--- src/rtl/sfifo_axis_reader_if.sv ---
// Command, FIFO read-port and AXI-stream signals of the FIFO-to-stream reader.
// master is the reader's view; slave is the view of the surrounding logic.
interface sfifo_axis_reader_if #(
  parameter int BW    = 32,
  parameter int LGLEN = 8
);
  logic             i_start;
  logic [LGLEN-1:0] i_len;
  logic             i_abort;
  logic             o_busy;
  logic             o_done;
  logic             o_aborted;
  logic             o_fifo_rd;
  logic             i_fifo_empty;
  logic [BW-1:0]    i_fifo_data;
  logic             M_AXIS_TVALID;
  logic             M_AXIS_TREADY;
  logic [BW-1:0]    M_AXIS_TDATA;
  logic             M_AXIS_TLAST;

  modport master (
    input  i_start, i_len, i_abort, i_fifo_empty, i_fifo_data, M_AXIS_TREADY,
    output o_busy, o_done, o_aborted, o_fifo_rd,
           M_AXIS_TVALID, M_AXIS_TDATA, M_AXIS_TLAST
  );

  modport slave (
    output i_start, i_len, i_abort, i_fifo_empty, i_fifo_data, M_AXIS_TREADY,
    input  o_busy, o_done, o_aborted, o_fifo_rd,
           M_AXIS_TVALID, M_AXIS_TDATA, M_AXIS_TLAST
  );
endinterface

--- src/rtl/sfifo_axis_reader.sv ---
// Pops words from an async-read FIFO and emits one AXI-stream packet per start
// command, with TLAST on the final word. One word per clock when unstalled.
module sfifo_axis_reader #(
  parameter int BW    = 32,
  parameter int LGLEN = 8
) (
  input  logic                  i_clk,
  input  logic                  i_reset_n,
  sfifo_axis_reader_if.master   bus
);

  typedef enum logic [1:0] {IDLE, STREAM, FLUSH, DRAIN} state_t;

  state_t           state;
  logic [LGLEN-1:0] remaining;
  logic [BW-1:0]    tdata_p1;
  logic             tvalid_p1;
  logic             tlast_p1;
  logic             busy;
  logic             done;
  logic             aborted;
  logic             adv;
  logic             pop;
  logic             accept;

  assign adv    = !tvalid_p1 || bus.M_AXIS_TREADY;
  assign pop    = (state == STREAM) && !bus.i_fifo_empty && adv && !bus.i_abort;
  assign accept = tvalid_p1 && bus.M_AXIS_TREADY;

  assign bus.o_fifo_rd     = pop;
  assign bus.M_AXIS_TVALID = tvalid_p1;
  assign bus.M_AXIS_TDATA  = tdata_p1;
  assign bus.M_AXIS_TLAST  = tlast_p1;
  assign bus.o_busy        = busy;
  assign bus.o_done        = done;
  assign bus.o_aborted     = aborted;

  // Pop stage: FIFO word captured into the output register
  always_ff @(posedge i_clk or negedge i_reset_n) begin
    if (!i_reset_n) begin
      state     <= IDLE;
      remaining <= '0;
      tdata_p1  <= '0;
      tvalid_p1 <= 1'b0;
      tlast_p1  <= 1'b0;
      busy      <= 1'b0;
      done      <= 1'b0;
      aborted   <= 1'b0;
    end else begin
      done    <= 1'b0;
      aborted <= 1'b0;

      if (pop) begin
        tdata_p1  <= bus.i_fifo_data;
        tvalid_p1 <= 1'b1;
        tlast_p1  <= (remaining == LGLEN'(1));
        remaining <= remaining - LGLEN'(1);
      end else if (accept) begin
        tvalid_p1 <= 1'b0;
        tlast_p1  <= 1'b0;
      end

      case (state)
        IDLE: begin
          // The cycle carrying the done pulse still rejects a new start
          if (bus.i_start && (bus.i_len != '0) && !done) begin
            state     <= STREAM;
            remaining <= bus.i_len;
            busy      <= 1'b1;
          end
        end
        STREAM: begin
          if (bus.i_abort) begin
            if (adv) begin
              state   <= IDLE;
              busy    <= 1'b0;
              done    <= 1'b1;
              aborted <= 1'b1;
            end else begin
              state <= DRAIN;
            end
          end else if (pop && (remaining == LGLEN'(1))) begin
            state <= FLUSH;
          end
        end
        FLUSH: begin
          if (accept) begin
            state <= IDLE;
            busy  <= 1'b0;
            done  <= 1'b1;
          end
        end
        DRAIN: begin
          // Abort seen while a beat was stalled: finish that beat, then stop
          if (accept) begin
            state   <= IDLE;
            busy    <= 1'b0;
            done    <= 1'b1;
            aborted <= 1'b1;
          end
        end
        default: state <= IDLE;
      endcase
    end
  end

endmodule

--- src/flat_wrapper.sv ---
// flat-port wrapper written by rule: the top's interface ports become plain ports
module sfifo_axis_reader_flat 
#(
  parameter int BW    = 32,
  parameter int LGLEN = 8
)
  (i_clk, i_reset_n, bus_i_start, bus_i_len, bus_i_abort, bus_i_fifo_empty, bus_i_fifo_data, bus_M_AXIS_TREADY, bus_o_busy, bus_o_done, bus_o_aborted, bus_o_fifo_rd, bus_M_AXIS_TVALID, bus_M_AXIS_TDATA, bus_M_AXIS_TLAST);
  sfifo_axis_reader_if #(.BW(BW), .LGLEN(LGLEN)) bus_i ();
  input  logic i_clk;
  input  logic i_reset_n;
  input wire logic [$bits(bus_i.i_start)-1:0] bus_i_start;
  input wire logic [$bits(bus_i.i_len)-1:0] bus_i_len;
  input wire logic [$bits(bus_i.i_abort)-1:0] bus_i_abort;
  input wire logic [$bits(bus_i.i_fifo_empty)-1:0] bus_i_fifo_empty;
  input wire logic [$bits(bus_i.i_fifo_data)-1:0] bus_i_fifo_data;
  input wire logic [$bits(bus_i.M_AXIS_TREADY)-1:0] bus_M_AXIS_TREADY;
  output wire logic [$bits(bus_i.o_busy)-1:0] bus_o_busy;
  output wire logic [$bits(bus_i.o_done)-1:0] bus_o_done;
  output wire logic [$bits(bus_i.o_aborted)-1:0] bus_o_aborted;
  output wire logic [$bits(bus_i.o_fifo_rd)-1:0] bus_o_fifo_rd;
  output wire logic [$bits(bus_i.M_AXIS_TVALID)-1:0] bus_M_AXIS_TVALID;
  output wire logic [$bits(bus_i.M_AXIS_TDATA)-1:0] bus_M_AXIS_TDATA;
  output wire logic [$bits(bus_i.M_AXIS_TLAST)-1:0] bus_M_AXIS_TLAST;
  assign bus_i.i_start = bus_i_start;
  assign bus_i.i_len = bus_i_len;
  assign bus_i.i_abort = bus_i_abort;
  assign bus_i.i_fifo_empty = bus_i_fifo_empty;
  assign bus_i.i_fifo_data = bus_i_fifo_data;
  assign bus_i.M_AXIS_TREADY = bus_M_AXIS_TREADY;
  assign bus_o_busy = bus_i.o_busy;
  assign bus_o_done = bus_i.o_done;
  assign bus_o_aborted = bus_i.o_aborted;
  assign bus_o_fifo_rd = bus_i.o_fifo_rd;
  assign bus_M_AXIS_TVALID = bus_i.M_AXIS_TVALID;
  assign bus_M_AXIS_TDATA = bus_i.M_AXIS_TDATA;
  assign bus_M_AXIS_TLAST = bus_i.M_AXIS_TLAST;
  sfifo_axis_reader #(.BW(BW), .LGLEN(LGLEN)) u_core (.i_clk(i_clk), .i_reset_n(i_reset_n), .bus(bus_i));
endmodule
--- config.mk ---
export PLATFORM = sky130hd
export DESIGN_NAME = sfifo_axis_reader_flat
export DESIGN_NICKNAME = d
export VERILOG_FILES = /design/src/rtl/sfifo_axis_reader_if.sv /design/src/rtl/sfifo_axis_reader.sv /design/src/flat_wrapper.sv
export SDC_FILE = /design/constraint.sdc
export NUM_CORES = 1
export LEC_CHECK = 0
export ABC_AREA = 1
export BUFFER_PORTS_ARGS = -buffer_cell sky130_fd_sc_hd__buf_2
export CAP_MARGIN = 20
export CORE_MARGIN = 5
export CORE_UTILIZATION = 43
export DETAILED_ROUTE_END_ITERATION = 10
export PLACE_DENSITY = 0.71
export SLEW_MARGIN = 20
export SYNTH_ARGS = -nofsm -noshare
export SYNTH_HDL_FRONTEND = slang
export SYNTH_SLANG_ARGS = --single-unit
--- constraint.sdc ---
create_clock -name i_clk -period 1.25 [get_ports i_clk]
set_input_delay 0.0625 -clock i_clk [delete_from_list [all_inputs] [get_ports i_clk]]
set_output_delay 0.0625 -clock i_clk [all_outputs]
set_load 0.1 [all_outputs]
== Yosys cells after proc, flatten, opt, wreduce, memory -nomap -nowiden ==
Index checks and enable logic that the tools add are counted.

* Word-level logic and storage cells: 57
* Output and inout bits: 38
* Memories: 0
* Memory bits (read-only): 0
* Bits of input ports: 46
* RAM bits: 0
* Register bits: 47
* Latch bits: 0

* Muxes and demuxes: 21
* Equal/unequal tests: 9
* Magnitude comparators: 0
* Bitwise logic cells: 0
* Reduce and logical (&&, ||, !) cells: 18
* Shifts and indexed selects: 0
* Div/mod/pow operators: 0
* $add $sub $neg: 1
* Multiply operators: 0

{| class="wikitable"
|+ Operator list
! kind !! count
|-
| $mux 8 || 3
|-
| $mux 2 || 5
|-
| $mux 1 || 9
|-
| $eq 8x1->1 const B || 1
|-
| $reduce_bool 8->1 || 1
|-
| $sub 8x1->8 const B || 1
|-
| $logic_and 1x1->1 || 7
|-
| $ne 2x1->1 const B || 3
|-
| $pmux 2 s3 || 1
|-
| $eq 2x2->1 const B || 2
|-
| $logic_not 1->1 || 4
|-
| $pmux 1 s2 || 2
|-
| $reduce_and 4->1 || 1
|-
| $ne 3x3->1 const B || 1
|-
| $pmux 1 s3 || 1
|-
| $reduce_and 3->1 || 1
|-
| $eq 2x1->1 const B || 1
|-
| $logic_not 2->1 || 1
|-
| $ne 2x2->1 const B || 1
|-
| $reduce_bool 2->1 || 1
|-
| $reduce_or 2->1 || 1
|-
| $logic_or 1x1->1 || 1
|}

== Logic depth before layout (Yosys ltp) ==
Gate-level depths: netlist of the first run.

* Depth after elaboration: 8
* Depth in mapped cells: 10
* Gate-level depth less buffers: 9

== Worst setup path before layout of the first run ==
OpenSTA, ideal clock, no wires.

* Path kind: reg2reg
* Start point: register u_core.tvalid_p1 (netlist: u_core.bus.M_AXIS_TVALID)
* End point: register u_core.tdata_p1[10] (netlist: u_core.bus.M_AXIS_TDATA[10])
* Slack: -630 ps
* Data required time: 1128 ps
* Cell stages (with the launch flop): 8
* Path buffers: 2
* Arrival time: 1758 ps
* Setup time: 122 ps
* Clock period less this slack: 1880 ps
* Path through: dfrtp_1 nand2_2 nand2_1 nor2_2 buf_4 buf_4 nand2_1 nand2_1

* Cells in the longest elaborated chain, start to end: 4

{| class="wikitable"
|+ RTL lines
! what !! line !! text
|-
| start, declared || sfifo_axis_reader.sv:17 || <nowiki>logic tvalid_p1;</nowiki>
|-
| start signal, assigned || sfifo_axis_reader.sv:44 || <nowiki>tvalid_p1 <= 1'b0;</nowiki>
|-
| start signal, assigned || sfifo_axis_reader.sv:55 || <nowiki>tvalid_p1 <= 1'b1;</nowiki>
|-
| start signal, assigned || sfifo_axis_reader.sv:59 || <nowiki>tvalid_p1 <= 1'b0;</nowiki>
|-
| $logic_not 1->1 || sfifo_axis_reader.sv:26 || <nowiki>assign adv = !tvalid_p1 || bus.M_AXIS_TREADY;</nowiki>
|-
| $logic_or 1x1->1 || sfifo_axis_reader.sv:26 ||
|-
| $logic_and 1x1->1 (2 in series) || sfifo_axis_reader.sv:27 || <nowiki>assign pop = (state == STREAM) && !bus.i_fifo_empty && adv && !bus.i_abort;</nowiki>
|-
| via bus_o_fifo_rd || flat_wrapper.sv:20 || <nowiki>output wire logic [$bits(bus_i.o_fifo_rd)-1:0] bus_o_fifo_rd;</nowiki>
|-
| end signal, assigned || sfifo_axis_reader.sv:54 || <nowiki>tdata_p1 <= bus.i_fifo_data;</nowiki>
|-
| end, declared || sfifo_axis_reader.sv:16 || <nowiki>logic [BW-1:0] tdata_p1;</nowiki>
|}

The timed path passes the listed nets, and every way through them passes these cells.
A chain may end at the register's enable or synchronous reset.

== Final worst setup path of the first run ==
* Start point: register u_core.state[1]
* End point: output port bus_o_fifo_rd

* Cells in the longest elaborated chain, start to end: 4

{| class="wikitable"
|+ RTL lines
! what !! line !! text
|-
| start, declared || sfifo_axis_reader.sv:14 || <nowiki>state_t state;</nowiki>
|-
| start signal, assigned || sfifo_axis_reader.sv:41 || <nowiki>state <= IDLE;</nowiki>
|-
| start signal, assigned || sfifo_axis_reader.sv:67 || <nowiki>state <= STREAM;</nowiki>
|-
| start signal, assigned || sfifo_axis_reader.sv:75 || <nowiki>state <= IDLE;</nowiki>
|-
| $eq 2x1->1 || sfifo_axis_reader.sv:27 ||
|-
| $logic_and 1x1->1 (3 in series) || sfifo_axis_reader.sv:27 ||
|-
| end, declared || flat_wrapper.sv:20 ||
|}

Every way passes these cells.

==> flow_metrics.tcl, run 1 <==
set metrics [dict create \
    end_kind "output pin" \
    drt-vias-per-instance 4.75 \
    via_count 2332 \
    path_cells "inv_2 -> nand3_1 -> nor2_4 -> buf_12 -> buf_12" \
    outcome "complete, but fails checks" \
    h-tree-depth 2 \
    syn_avg_cell_area_um2 7.80 \
    fin_ws_ns -0.185 \
    nFillCells 322 \
    min_period_ns 1.43 \
    drt_pre_antenna_iters 5 \
    io_buffer_count 83 \
    cts_tree "yes" \
    cp.buffers_inverters 3 \
    crit_top_cell "buf_12" \
    crit_type "reg -> out" \
    root_buffer "clkbuf_8" \
    antenna_found_initial 0 \
    cpMaxStageDelayCell "dfrtp_1" \
    wire_per_inst_um 14.5 \
    hold_class "in -> reg" \
    slowest_delay_ns 0.40 \
    die-width_um 80.6 \
    grt.total_usage 0.203 \
    worst_pin_slew_ns 0.513 \
    rsz0062_at_grt "true" \
    drt_iter0_markers 105 \
    syn_nets 323 \
    place.gp.congestion 0.851 \
    synth-seq-cells 47 \
    drive_gt1_frac 0.429 \
    cp_top_family "flip-flops" \
    cap_violations 0 \
    violations "negative setup slack" \
    startpoint_type "flip-flop" \
    ios 84 \
    syn_area_mm2 0.00215 \
    grt_start_max_net_pins 29 \
    hold_slack_ns 0.00662 \
    final_nets 471 \
    route.antenna.remaining_nets 0 \
    core_area_mm2 0.00479 \
    clock_latency_ns 0.31 \
    postSynthCellCount 275 \
    fin_crit_sh 1.15 \
    clockBufferDepth 2 \
    antenna_cells 0 \
    synth_cell_types 20 \
    setup_viol 44 \
    die-area_mm2 0.00650 \
    fmax_mhz 697 \
    relSlewSlack 0.658 \
    first_global_vias 2234 \
    hold_viol_final 0 \
    cts.sink_count 47 \
    slew_violations 0 \
    cts_buffers 5 \
    grt-ovfl-total 0 \
    area_growth_pct 73.4 \
    die_h_um 80.6 \
    grt_pass1_wl_um 10100 \
    wirelength_um 7140 \
    rows 25 \
    skew_ns 0.00647 \
    ys_seq_area_frac 0.548 \
    start_util 0.448 \
    synth.yosys.warnings 0 \
    cp.arrival_ns 1.37 \
    crit_fanout 3 \
    clk_pin_slew_ns 0.09 \
    cp.required_ns 1.19 \
    hpwl_um 4110 \
    drcViolationCount 0 \
]
## cell usage in the layout, fill, tap and decap left out, drive strengths merged
cell / Yosys / final
a21oi: 4 / 4
and2: 1 / 1
buf: 9 / 109
bufinv: 0 / 1
clkbuf: 0 / 10
clkinvlp: 0 / 1
dfrtp: 47 / 47
dlygate4sd3: 0 / 36
ha: 2 / 2
inv: 17 / 18
nand2: 141 / 141
nand3: 11 / 11
nand4: 4 / 4
nor2: 27 / 27
o211ai: 1 / 1
o21ai: 8 / 8
or2: 1 / 1
xnor2: 1 / 1
xor2: 1 / 1
## layout make-up
class	instances	area, um2	share of cell area
Sequential cell	47	1180	0.318
Multi-Input combinational cell	202	1070	0.287
Timing Repair Buffer	150	1200	0.323
Clock buffer	5	68.8	0.0185
Inverter	17	66.3	0.0178
Tap cell	67	83.8	0.0225
Clock inverter	3	46.3	0.0124
## worst paths after layout
path	start	endpoint	slack [ns]	cells past startpoint
worst max-delay path	u_core.state[1]$_DFFE_PN0P_	bus_o_fifo_rd	-0.18	5
worst min-delay path	bus_i_len[5]	u_core.remaining[5]$_DFF_PN0_	0.007	3
worst max register to register	u_core.state[1]$_DFFE_PN0P_	u_core.remaining[5]$_DFF_PN0_	-0.18	9
worst min register to register	u_core.bus.M_AXIS_TDATA[30]$_DFFE_PN0P_	u_core.bus.M_AXIS_TDATA[30]$_DFFE_PN0P_	0.47	2
max in group asynchronous	i_reset_n	u_core.bus.M_AXIS_TDATA[10]$_DFFE_PN0P_	0.49	3
min in group asynchronous	i_reset_n	u_core.bus.M_AXIS_TVALID$_DFFE_PN0P_	0.25	2
## logic make-up after synthesis
logic type / count (synthesis) / share of synthesized area
AND/OR/NAND/NOR: 185 / 0.345
flip-flops: 47 / 0.548
buffers and inverters: 26 / 0.0554
AO/OA/AOI/OAI: 13 / 0.0315
XOR/XNOR: 2 / 0.00816
adder cells (fa/ha/maj): 2 / 0.0117
## stage by stage
stage | worst slack [ns] | util | setup TNS (ns) | instances | area (um2)
floorplan | -0.184 | - | -4.89 | 275 | 2200
global placement | -0.0813 | 0.595 | -0.303 | 434 | 2850
detailed placement | -0.0790 | 0.595 | -0.639 | 434 | 2850
CTS | -0.152 | 0.708 | -3.43 | 482 | 3390
global route | -0.261 | 0.778 | -8.50 | 491 | 3720
finish | -0.185 | 0.778 | -5.03 | 491 | 3720
## state kept, by name, indices dropped and copies added, names as in the netlist
register                  cells
u_core.bus.M_AXIS_TDATA      32
u_core.remaining              8
u_core.state                  2
u_core.bus.M_AXIS_TLAST       1
u_core.bus.M_AXIS_TVALID      1
u_core.bus.o_aborted          1
u_core.bus.o_busy             1
u_core.bus.o_done             1
## what timing repair did
item | in CTS | in global routing
resized for setup | 10 | 52
hold endpoints to repair | 53 | 0
cloned | 0 | 6
pin swaps | 1 | 30
setup buffers | 4 | 3
hold buffers | 36 | 0
setup endpoints to repair | 43 | 46
## synth_stat cells
| cell type | instances | share of area |
|---|---|---|
| dfrtp_1 | 47 | 0.55 |
| inv_1 | 15 | 0.026 |
| nand4_1 | 4 | 0.012 |
| inv_2 | 2 | 0.0035 |
| and2_1 | 1 | 0.0029 |
| o211ai_1 | 1 | 0.0035 |
| o21ai_0 | 7 | 0.016 |
| xnor2_1 | 1 | 0.0041 |
| buf_2 | 5 | 0.012 |
| xor2_1 | 1 | 0.0041 |
| nand2_1 | 137 | 0.24 |
| nor2_2 | 3 | 0.0087 |
| nand2_2 | 4 | 0.012 |
| or2_2 | 1 | 0.0029 |
| a21oi_1 | 4 | 0.0093 |
| ha_1 | 2 | 0.012 |
| nor2_1 | 24 | 0.042 |
| o21ai_1 | 1 | 0.0023 |
| buf_4 | 4 | 0.014 |
| nand3_1 | 11 | 0.026 |
## tightest hold or removal path, stage by stage
cell	delay, ns
buf_2	0.09
nor2_1	0.05
a21oi_2	0.08
## routing by layer
| layer | share of wire | GRT usage | up-vias |
|---|---|---|---|
| li1 | - | - | 1136 |
| met4 | 0.023 | 0.0676 | 0 |
| met1 | 0.40 | 0.242 | 1106 |
| met5 | 0 | 0 | - |
| met3 | 0.053 | 0.0538 | 19 |
| met2 | 0.52 | 0.353 | 71 |
Power of run 1 is left out: the tool's default activity adds up to more than one toggle a clock period on the data nets, which glitch-free logic cannot reach.
==> run 2, diff against run 1 <==
Settings changed: CORE_UTILIZATION 43 to 52, PLACE_DENSITY 0.71 to 0.81.
Clock period 1.25 ns to 1.8 ns, I/O delays scaled along.
==> flow_metrics.tcl, run 2 (synthesized netlist as in run 1, its figures left out) <==
set metrics [dict create \
    drive_gt1_frac 0.274 \
    route.antenna.remaining_nets 0 \
    h-tree-depth 2 \
    crit_type "reg -> out" \
    startpoint_type "flip-flop" \
    worst_pin_slew_ns 0.558 \
    relSlewSlack 0.628 \
    drt_pre_antenna_iters 4 \
    hold_viol_final 1 \
    via_count 2187 \
    skew_ns 0.00427 \
    slew_violations 0 \
    dp.cells 404 \
    core_area_mm2 0.00400 \
    antenna_found_initial 0 \
    wire_per_inst_um 13.7 \
    cts_buffers 5 \
    root_buffer "clkbuf_8" \
    grt_start_max_net_pins 34 \
    area_growth_pct 43.3 \
    min_period_ns 1.59 \
    cts_resized 0 \
    io_buffer_count 83 \
    drcViolationCount 0 \
    start_util 0.536 \
    wirelength_um 6080 \
    final_cells 445 \
    grt_pass1_wl_um 9390 \
    hold_class "in -> reg" \
    drt_iter0_markers 107 \
    outcome "complete, but fails checks" \
    cp.required_ns 1.71 \
    grt.total_usage 0.226 \
    largest_reg_flops 32 \
    fin_setup_tns_ns 0 \
    fmax_mhz 630 \
    fin_util 0.769 \
    fin_crit_sh 0.882 \
    cts.sink_count 47 \
    cp.arrival_ns 1.50 \
    die_h_um 74.2 \
    hold_slack_ns -0.00187 \
    first_global_vias 2029 \
    violations "negative hold slack" \
    rsz0062_at_grt "false" \
    grt-ovfl-total 0 \
    die-area_mm2 0.00551 \
    drt-vias-per-instance 4.91 \
    final_cell_mix "nand2_1 (137), buf_2 (82), dfrtp_1 (46), dlygate4sd3_1 (31), nor2_1 (24)" \
    hpwl_um 3790 \
    final_nets 441 \
    rows 23 \
    setup_viol 0 \
    clockBufferDepth 2 \
    die-width_um 74.2 \
    crit_fanout 15 \
    layout_commonest_cell "nand2_1" \
    clk_pin_slew_ns 0.09 \
    cts_tree "yes" \
    place.gp.congestion 0.844 \
    ios 84 \
    end_kind "output pin" \
    clock_latency_ns 0.31 \
    cap_violations 0 \
]
run 2: changes by cell type in the layout (fill, tap and decap cells not counted), moves of 3 or more:
cell | before | now
nor2_1 | 21 | 24
o21ai_0 | 3 | 7
nand2_2 | 29 | 4
a21oi_1 | 1 | 4
clkbuf_16 | 5 | 0
nand2_1 | 101 | 137
buf_4 | 17 | 5
buf_12 | 7 | 2
dlygate4sd3_1 | 36 | 31
buf_6 | 4 | 0
nand2_4 | 10 | 0
a21oi_2 | 3 | 0
run 2: worst paths after layout:
| path | from | endpoint | slack (ns) | cells past startpoint |
|---|---|---|---|---|
| setup / recovery | u_core.bus.M_AXIS_TVALID$_DFFE_PN0P_ | bus_o_fifo_rd | 0.21 | 5 |
| hold / removal | bus_i_len[0] | u_core.remaining[0]$_DFF_PN0_ | -0.002 | 3 |
| setup reg to reg | u_core.bus.M_AXIS_TVALID$_DFFE_PN0P_ | u_core.bus.M_AXIS_TDATA[16]$_DFFE_PN0P_ | 0.32 | 7 |
| hold reg to reg | u_core.bus.M_AXIS_TDATA[23]$_DFFE_PN0P_ | u_core.bus.M_AXIS_TDATA[23]$_DFFE_PN0P_ | 0.47 | 2 |
| max in group asynchronous | i_reset_n | u_core.bus.M_AXIS_TVALID$_DFFE_PN0P_ | 0.98 | 3 |
| min in group asynchronous | i_reset_n | u_core.bus.M_AXIS_TDATA[0]$_DFFE_PN0P_ | 0.30 | 2 |
run 2: worst max-delay path, stage by stage (launching register included):
cell and delay [ns]:
dfrtp_2 0.44, nand2_2 0.10, nand2_1 0.10, nor2_4 0.13, buf_4 0.22, buf_12 0.20
run 2: layout make-up:
class | count | area (um2)
sequential | 47 | 1180
clock inverter | 3 | 46.3
antenna | 1 | 2.50
inverter | 17 | 63.8
multi-input combinational | 202 | 856
clock buffer | 5 | 68.8
timing repair buffer | 120 | 798
tap | 50 | 62.6
fill | 282 | 925
run 2: repair_timing:
action	in CTS	in global routing
setup endpoints to repair	1	0
hold buffers	31	0
hold endpoints to repair	54	0
setup buffers	1	0
run 2: through the flow:
step	cell area, um2	setup WS, ns
2_1_floorplan	2150	0.165
3_3_place_gp	2640	0.348
3_5_place_dp	2640	0.312
4_1_cts	3070	0.239
5_1_grt	3070	0.158
6_report	3080	0.212
run 2: metal layers:
| layer | part of all wire | routed length [um] | up-vias | global-route usage |
|---|---|---|---|---|
| met4 | 0.015 | 90 | 0 | 0.0791 |
| met1 | 0.40 | 2430 | 997 | 0.281 |
| li1 | - | - | 1079 | - |
| met5 | 0 | 0 | - | 0 |
| met3 | 0.093 | 568 | 12 | 0.0568 |
| met2 | 0.49 | 2990 | 99 | 0.384 |
Power of run 2 is left out for the same reason.
